<file path="src/rtl/filtered_angle_calc.sv">
// Block-averages (x,y) samples, then folds to the first quadrant and runs a
// vectoring CORDIC to produce theta in 0..pi/2 plus the original quadrant.
module filtered_angle_calc #(
    parameter int IN_W     = 16,
    parameter int ANG_W    = 17,
    parameter int ITER     = 14,
    parameter int AVG_LOG2 = 0
) (
    input  logic                    clk,
    input  logic                    rst,
    input  logic                    in_valid,
    output logic                    in_ready,
    input  logic signed [IN_W-1:0]  cx_in,
    input  logic signed [IN_W-1:0]  cy_in,
    input  logic                    clr,
    output logic signed [ANG_W-1:0] theta_1st_quad,
    output logic [1:0]              quadrant,
    output logic                    out_valid,
    output logic                    busy
);

    localparam int ACC_W = IN_W + AVG_LOG2;
    localparam int CW    = AVG_LOG2 + 1;
    localparam int BLK   = 1 << AVG_LOG2;
    localparam int DW    = IN_W + 2;
    localparam int ZW    = ANG_W + 1;
    localparam int SHW   = $clog2(IN_W);

    localparam logic signed [IN_W-1:0] IN_MIN = {1'b1, {(IN_W-1){1'b0}}};
    localparam logic signed [ZW-1:0]   QMAX   = {2'b00, 1'b1, {(ANG_W-2){1'b0}}};

    // atan(2^-i), pi/2 = 2^30, rounded to nearest
    localparam logic [31:0] ATAN_TBL [16] = '{
        32'h2000_0000, 32'h12E4_051E, 32'h09FB_385B, 32'h0511_11D4,
        32'h028B_0D43, 32'h0145_D7E1, 32'h00A2_F61E, 32'h0051_7C55,
        32'h0028_BE53, 32'h0014_5F2F, 32'h000A_2F98, 32'h0005_17CC,
        32'h0002_8BE6, 32'h0001_45F3, 32'h0000_A2FA, 32'h0000_517D
    };

    typedef struct packed {
        logic signed [IN_W-1:0] x;
        logic signed [IN_W-1:0] y;
    } sample_t;

    typedef enum logic [1:0] {IDLE, FOLD, ROT, DONE} state_t;

    state_t                  state, state_nxt;
    logic signed [ACC_W-1:0] acc_x, acc_y, sum_x, sum_y;
    logic [CW-1:0]           cnt;
    sample_t                 pend_s, work_s;
    logic                    pend, last, accept, blk_done, consume;

    assign last      = (cnt == CW'(BLK - 1));
    assign in_ready  = !(pend && last);
    assign accept    = in_valid && in_ready;
    assign blk_done  = accept && !clr && last;
    assign consume   = (state == IDLE) && pend;
    assign sum_x     = acc_x + ACC_W'(cx_in);
    assign sum_y     = acc_y + ACC_W'(cy_in);
    assign out_valid = (state == DONE);
    assign busy      = (state != IDLE);

    always_ff @(posedge clk or posedge rst) begin
        if (rst) begin
            acc_x <= '0;
            acc_y <= '0;
            cnt   <= '0;
        end else if (clr || (accept && last)) begin
            acc_x <= '0;
            acc_y <= '0;
            cnt   <= '0;
        end else if (accept) begin
            acc_x <= sum_x;
            acc_y <= sum_y;
            cnt   <= cnt + 1'b1;
        end
    end

    // A block finishing while IDLE takes the old pend keeps pend set with the new average
    always_ff @(posedge clk or posedge rst) begin
        if (rst) begin
            pend   <= 1'b0;
            pend_s <= '0;
        end else if (blk_done) begin
            pend   <= 1'b1;
            pend_s <= {IN_W'(sum_x >>> AVG_LOG2), IN_W'(sum_y >>> AVG_LOG2)};
        end else if (consume) begin
            pend   <= 1'b0;
        end
    end

    logic signed [DW-1:0] xr, yr, x_nxt, y_nxt, dx, dy;
    logic signed [ZW-1:0] zr, z_nxt, at;
    logic [4:0]           iter;
    logic [1:0]           quad_w, fold_q;
    logic                 zero_w;
    logic [IN_W-2:0]      ax, ay, mag, nrm_x, nrm_y;
    logic [SHW-1:0]       sh;
    logic [ANG_W-1:0]     th_nxt;

    always_comb begin
        state_nxt = state;
        case (state)
            IDLE:    if (pend) state_nxt = FOLD;
            FOLD:    state_nxt = ROT;
            ROT:     if (iter == 5'(ITER - 1)) state_nxt = DONE;
            default: state_nxt = IDLE;
        endcase
    end

    always_ff @(posedge clk or posedge rst) begin
        if (rst) state <= IDLE;
        else     state <= state_nxt;
    end

    // Fold to magnitudes, then normalise both by the same left shift so small
    // inputs use the full datapath precision; the angle is unchanged.
    always_comb begin
        fold_q = {work_s.y[IN_W-1], work_s.x[IN_W-1] ^ work_s.y[IN_W-1]};
        if (!work_s.x[IN_W-1])       ax = work_s.x[IN_W-2:0];
        else if (work_s.x == IN_MIN) ax = '1;
        else                         ax = (IN_W-1)'(-work_s.x);
        if (!work_s.y[IN_W-1])       ay = work_s.y[IN_W-2:0];
        else if (work_s.y == IN_MIN) ay = '1;
        else                         ay = (IN_W-1)'(-work_s.y);
        mag = ax | ay;
        sh  = '0;
        for (int k = 0; k < IN_W-1; k++)
            if (mag[k]) sh = SHW'(IN_W - 2 - k);
        nrm_x = ax << sh;
        nrm_y = ay << sh;
    end

    always_comb begin
        dx = xr >>> iter;
        dy = yr >>> iter;
        at = $signed(ZW'(ATAN_TBL[iter[3:0]] >> (32 - ANG_W)));
        if (!yr[DW-1]) begin
            x_nxt = xr + dy;
            y_nxt = yr - dx;
            z_nxt = zr + at;
        end else begin
            x_nxt = xr - dy;
            y_nxt = yr + dx;
            z_nxt = zr - at;
        end
        if (zero_w || z_nxt[ZW-1]) th_nxt = '0;
        else if (z_nxt > QMAX)     th_nxt = QMAX[ANG_W-1:0];
        else                       th_nxt = z_nxt[ANG_W-1:0];
    end

    always_ff @(posedge clk or posedge rst) begin
        if (rst) begin
            work_s         <= '0;
            xr             <= '0;
            yr             <= '0;
            zr             <= '0;
            iter           <= '0;
            quad_w         <= '0;
            zero_w         <= 1'b0;
            theta_1st_quad <= '0;
            quadrant       <= '0;
        end else begin
            case (state)
                IDLE: if (pend) work_s <= pend_s;
                FOLD: begin
                    xr     <= {3'b000, nrm_x};
                    yr     <= {3'b000, nrm_y};
                    zr     <= '0;
                    iter   <= '0;
                    quad_w <= fold_q;
                    zero_w <= (mag == '0);
                end
                ROT: begin
                    xr   <= x_nxt;
                    yr   <= y_nxt;
                    zr   <= z_nxt;
                    iter <= iter + 1'b1;
                    if (iter == 5'(ITER - 1)) begin
                        theta_1st_quad <= th_nxt;
                        quadrant       <= quad_w;
                    end
                end
                default: ;
            endcase
        end
    end

endmodule

</file>
<file path="config.mk">
export PLATFORM = sky130hd
export DESIGN_NAME = filtered_angle_calc
export DESIGN_NICKNAME = d
export VERILOG_FILES = /design/src/rtl/filtered_angle_calc.sv
export SDC_FILE = /design/constraint.sdc
export NUM_CORES = 1
export LEC_CHECK = 0
export ABC_CLOCK_PERIOD_IN_PS = 8600
export BUFFER_PORTS_ARGS = -buffer_cell sky130_fd_sc_hd__buf_2
export CAP_MARGIN = 30
export CORE_MARGIN = 2
export CORE_UTILIZATION = 27
export DETAILED_ROUTE_END_ITERATION = 10
export SLEW_MARGIN = 20
export SYNTH_ARGS = -nofsm -noshare
export SYNTH_HDL_FRONTEND = slang
export SYNTH_SLANG_ARGS = --single-unit
</file>
<file path="constraint.sdc">
create_clock -name clk -period 8.6 [get_ports clk]
set_input_delay 0 -clock clk [delete_from_list [all_inputs] [get_ports clk]]
set_output_delay 0 -clock clk [all_outputs]
set_load 0.05 [all_outputs]
</file>
# Yosys cells after proc, flatten, opt, wreduce, memory -nomap -nowiden
# Memory sizes are Yosys's and may differ from the RTL's.
# Index checks and enable logic that the tools add are counted.
[classes]
addsub = 12
order_cmp = 2
eq_ne = 8
n_shift = 4
n_mux = 41
bitwise_logic = 4
n_reduce_logical = 19
[ops]
columns = ["cell", "count"]
rows = [
  ["18-bit case mux with 2 select lines", 3],
  ["16-bit two-way mux", 4],
  ["32-bit two-way mux", 2],
  ["15-bit two-way mux", 4],
  ["4-bit two-way mux", 15],
  ["18-bit adder", 3],
  ["18-bit two-way mux", 3],
  ["18-bit subtractor", 3],
  ["18-bit by 5-bit >>> shifter with 18-bit output", 2],
  ["17-bit two-way mux", 2],
  ["16-bit adder", 2],
  ["16-bit equality test (second input constant)", 2],
  ["15-bit negation", 2],
  ["15-bit by 4-bit left shift with 15-bit output", 2],
  ["18-bit by 17-bit greater-than comparator with 1-bit output (second input constant)", 1],
  ["15-bit logical NOT", 1],
  ["15-bit OR", 1],
  ["5-bit case mux with 2 select lines", 1],
  ["2-bit nonzero test", 4],
  ["1-bit logical AND", 6],
  ["2-bit case mux with 3 select lines", 1],
  ["2-bit AND reduction", 3],
  ["5-bit by 1-bit adder with 5-bit output (second input constant)", 1],
  ["5-bit by 4-bit equality test with 1-bit output (second input constant)", 1],
  ["other kinds (13)", 21],
]
[totals]
regBits = 181
rom_bits = 512
inputBits = 36
out_inout_bits = 22
wordCells = 108
memories = 1
[mem_list]
columns = ["memory", "depth", "width", "read_ports", "rd_clocked_by_memory_dff", "wr", "line_no", "text"]
rows = [
  ["(name not given)", 16, 32, 1, 0, 0, "137", "at = $signed(ZW'(ATAN_TBL[iter[3:0]] >> (32 - ANG_W)));"],
]

# Depth between registers and ports, before layout
[depth]
word_depth = 21
mapped_depth = 25
mapped_depth_nobuf = 22

# Worst setup path before layout
# Ideal clock, no wire load.
[synth_path]
path_type = "reg2reg"
start = "reg iter[1]"
end = "reg yr[17]"
setup_ns = 0.141
arrival_time_ns = 5.556
t_required_ns = 8.459
slack_ns = 2.903
stages_incl_launch_ff = 24
path_buffers = 4
cell_sequence = "dfrtp_1 clkbuf_1 buf_2 buf_2 clkbuf_1 mux4_2 mux2_2 mux4_2 inv_1 ha_1 nor2_1 a21oi_1 ha_1 a21o_1 a21oi_1 nor2b_1 o41a_1 a41o_1 or4_1 a41oi_1 o21ai_0 o41ai_1 xnor2_1 o22ai_1"
[synth_between]
elab_chain_len = 4
[synth_rtl]
columns = ["item", "line_no", "text"]
rows = [
  ["from (decl)", "94", "logic [4:0] iter;"],
  ["from (signal assigned)", "178", "iter <= iter + 1'b1;"],
  ["18-bit by 5-bit >>> shifter with 18-bit output (*)", "135", "dx = xr >>> iter;"],
  ["18-bit subtractor or 18-bit adder (tied branches)", "140, 144", ""],
  ["18-bit two-way mux (*)", "138", "if (!yr[DW-1]) begin"],
  ["18-bit case mux with 2 select lines (*)", "164", "case (state)"],
  ["to (signal assigned)", "168", "yr <= {3'b000, nrm_y};"],
  ["to (signal assigned)", "176", "yr <= y_nxt;"],
  ["to (decl)", "92", "logic signed [DW-1:0] xr, yr, x_nxt, y_nxt, dx, dy;"],
]
# Mark *: on every way between the ends. The rest lies on a longest branch, timed or not.
# A chain may end at the register's enable or synchronous reset.

# Worst setup path in the final report
[layout_path]
start = "reg iter[0]"
end = "reg yr[17]"
# The elaborated chain is that of the path after synthesis.

==> summary.txt <==
Drt
  • Number of DRC markers after the initial detailed-route iteration: 1293
  • Number of vias in the routed layout: approximately 15000
  • Avg Vias per Cell: 5.513
  • Post-route antenna net violation count: 0
  • Wirelength per Cell: 18.03 um
  • Drt first pass iters: 6
  • Number of remaining DRC errors: 0
  • Routed Wire Length: 47990 um

Synth
  • Async SR Flop Fraction: 1.000
  • Post-synthesis sequential element count: approximately 180
  • Unique cell type count in the Yosys netlist: 109
  • Net count after synthesis: around 2000
  • Share of the yosys chip area belonging to registers: 0.2764
  • Post-synthesis compound-gate area fraction: 0.2246
  • Post-synthesis cell area: approximately 16000 um2
  • Most common flop cell mapped by yosys: dfrtp_1
  • Dominant combinational cell family by area after synthesis: compound AO/OA/AOI/OAI gates
  • Synthesized instance count: about 1900
  • Post-synthesis average cell area: between 8 and 9 um2
  • Xor and xnor fraction of the mapped netlist area: 0.05879
  • Proportion of synthesized area in mux cells: 0.1318
  • Number of flops mapped to enable cells by yosys: 0
  • Post-synthesis simple-gate area fraction: 0.1826
  • Warnings, synthesis: 0
  • Area share of fa/ha/maj cells after synthesis: 0.08093

Clocking
  • Post-CTS Hold Fix Bufs: 5
  • Worst-skew pair later-pin latency: 0.46 ns
  • Number of gates resized after CTS: 0
  • CTS HTree Levels: 4
  • Clk Tree Root Cell: clkbuf_16
  • Setup Fix Bufs, Post-CTS: 0
  • CTS tree: built
  • Total CTS buffers: 17
  • Clock edge transition at the registers on the reported setup and hold paths: about 0.07 ns
  • Sinks on Clock Net: 181
  • Max clock buf depth: 2

Worst setup path
  • Critical setup path kind: register to register
  • Start point of the critical path: iter[0]$_DFFE_PP0P_
  • Worst reg-to-reg setup slack: 2.41 ns
  • Worst Path Arrival: approximately 6.5 ns
  • Capturing element type of the critical path: register
  • Max stage delay on crit path: 0.65 ns
  • Worst-path cell chain: buf_4 -> mux4_2 -> mux4_2 -> a21boi_0 -> ha_1 -> nand2_1 -> nor3_1 -> and2_1 -> o22ai_1 -> nand3_1 -> nand2_1 -> ha_1 -> nand3_1 -> nand2_1 -> a41o_1 -> or4_1 -> a41oi_1 -> o21ai_0 -> o41ai_1 -> xnor2_1 -> o22ai_1
  • Worst Reg-to-Reg Cells: 21
  • Crit path max-delay cell type: mux4_2
  • Most used cell along the critical path: nand2_1
  • Endpoint of the worst setup timing path: yr[17]$_DFFE_PP0P_
  • Worst r2r dst: yr[17]$_DFFE_PP0P_
  • Launch instance of the worst register-to-register path: iter[0]$_DFFE_PP0P_
  • Critical path data required time: approximately 8.9 ns
  • Maximum fanout count along the critical path: 29
  • Startpoint type of the worst setup path: register

Die
  • Die extent in y: ~250 um
  • Placeable core region: 60130 um2
  • Initial Util: 0.2725
  • Die outline width: ~250 um
  • Floorplan row count: 90
  • Total Die Area: between 60000 and 70000 um2
  • Num ports: just under 60

Global route
  • Global-route wire length before repair: approximately 80000 um
  • Pin count of the biggest net entering global routing: between 100 and 150
  • Routing layer with the top usage in global route: met2
  • M3 GR Usage: 0.02515
  • Remaining global-route overflow: 0
  • Routing usage on met1: 0.2007
  • Grt met2 use: 0.2506
  • GRT Total Usage: 0.1532
  • Via count of the first global-routing pass: about 14000
  • Initial antenna violation count: 0

Run status
  • Outcome: finished clean

Layout
  • Layout cell share with drive strength beyond 1: 0.1468
  • Growth of design area from synthesis to finish: 10.70%
  • FILL cells: around 6300
  • Diode insertion count for antenna repair: 0
  • Net count of the finished layout: 2006

Timing
  • Hold violation count in the final report: 0
  • Upper clock frequency limit: 161.5 MHz
  • Total negative slack for setup checks: 0 ns
  • Worst setup skew after layout: 0.007224 ns
  • Setup violators final: 0
  • Worst Max-Slew Pin Slew: between 0.9 and 1 ns
  • RSZ-0062 raised after global routing: false
  • Minimum period implied by the final worst setup slack: between 6 and 7 ns
  • Number of pins exceeding their max-slew limit in the final report: 0
  • Period utilization: 0.7201
  • Slew headroom: 0.3906

Hold path
  • Path class of the lowest-slack min-delay path: input pin to register

Placed design
  • Count of input and output buffers: 57
  • Sum of net half-perimeters after detailed placement: roughly 36000 um
  • RePlAce Congestion: around 0.90

Flow run
  • Count of max-cap constraint violations: 0
routing by layer:
metal	vias up	wire length (um)
li1	6932	-
met5	-	0
met3	87	2591
met2	500	22670
met1	7156	21070
met4	0	1651
sequential cells by signal (all words and copies together), names as in the netlist, 5 cells and up:
name            cells
xr                 18
iter                5
work_s             31
theta_1st_quad     17
zr                 18
acc_x              16
yr                 18
acc_y              16
pend_s             32
Yosys cell counts (23+ instances only):
cell / number / share of area
inv_1: 68 / 0.016
o21ai_0: 136 / 0.042
mux2_2: 58 / 0.040
mux2i_1: 53 / 0.032
xnor2_1: 56 / 0.030
xor2_1: 54 / 0.029
nor2_1: 149 / 0.034
nor2b_1: 24 / 0.0092
a31oi_1: 23 / 0.0088
a21o_1: 28 / 0.013
clkbuf_1: 65 / 0.015
mux4_2: 41 / 0.056
dfrtp_1: 181 / 0.28
nand3_1: 34 / 0.010
a21oi_1: 97 / 0.030
nand2_1: 190 / 0.044
a22o_1: 29 / 0.015
ha_1: 98 / 0.075
nor3_1: 48 / 0.015
metrics by stage:
step                  util  std cells  hold WS [ns]  cell area [um2]  worst slack [ns]
global placement    0.2885       2617        0.1886            17350             2.572
finish              0.3017       2662       0.03614            18140             2.407
detailed placement  0.2895       2621        0.1957            17410             2.441
CTS                 0.3005       2658      0.002416            18070             2.409
global route        0.3017       2662       0.05717            18140             1.833
floorplan                -       1862       0.06919            16390             2.903
cells in the final DEF (no fill, tap or decap), types with 11 or more instances in the layout:
cell / netlist / routed
nor3_1: 48 / 48
inv_1: 68 / 67
clkbuf_16: 0 / 17
mux2i_1: 53 / 53
nor2b_1: 24 / 24
ha_1: 98 / 98
o31ai_1: 14 / 14
mux4_2: 41 / 41
o21ai_0: 136 / 136
o21a_1: 16 / 16
nor4_1: 15 / 15
and3_1: 15 / 15
nand2b_1: 12 / 12
a21oi_1: 97 / 96
xor2_1: 54 / 54
nand3_1: 34 / 34
and2_1: 15 / 15
o41ai_1: 11 / 11
dfrtp_1: 181 / 180
nor2_1: 149 / 148
nand2_1: 190 / 190
a211oi_1: 13 / 13
o21bai_1: 15 / 15
buf_4: 5 / 20
or2_2: 12 / 12
xnor2_1: 56 / 56
or3_1: 19 / 19
o22ai_1: 18 / 18
a31oi_1: 23 / 23
buf_2: 15 / 58
mux2_2: 58 / 58
a22o_1: 29 / 29
a21o_1: 28 / 28
critical path, delay by kind of cell (launching register included):
kind,cells,cell delay [ns]
flops,1,0.58
fa+ha+maj,2,0.61
buf+inv,1,0.50
simple gates,8,1.54
xor+xnor,1,0.16
mux,2,1.12
compound gates,7,1.55
area by class of cell:
cell class	instances	area [um2]	share of cell area
Clock inverter	13	165.2	0.009104
Sequential cell	181	4531	0.2497
Inverter	72	277.8	0.01531
Timing Repair Buffer	90	618.1	0.03407
Clock buffer	19	442.9	0.02442
Tap cell	782	978.4	0.05393
Multi-Input combinational cell	1505	11130	0.6134
how the worst min path moves through the flow:
stage	endpoint	slack, ns	depth (start not counted)	startpoint
global route	pend_s[2]$_DFFE_PP0P_	0.06	4	cy_in[2]
global placement	theta_1st_quad[16]$_DFFE_PP0P_	0.19	2	rst
floorplan	cnt$_DFFE_PP0P_	0.07	1	in_valid
CTS	pend_s[15]$_DFFE_PP0P_	0.002	4	cy_in[15]
detailed placement	theta_1st_quad[16]$_DFFE_PP0P_	0.20	2	rst
finish	acc_y[1]$_DFFE_PP0P_	0.04	4	cy_in[1]
kinds of logic (layout without fill, tap and decap cells):
family,count (synthesis),after routing
adders and majority gates,103,103
buffers and inverters,176,194
AOI/OAI and AO/OA,538,538
xor gates and xnor gates,110,110
and+or+nand+nor,600,600
muxes,154,154
DFF,181,181
Power is not shown: default switching activity piles up to over one toggle a cycle in this logic, so the estimate is an artifact.
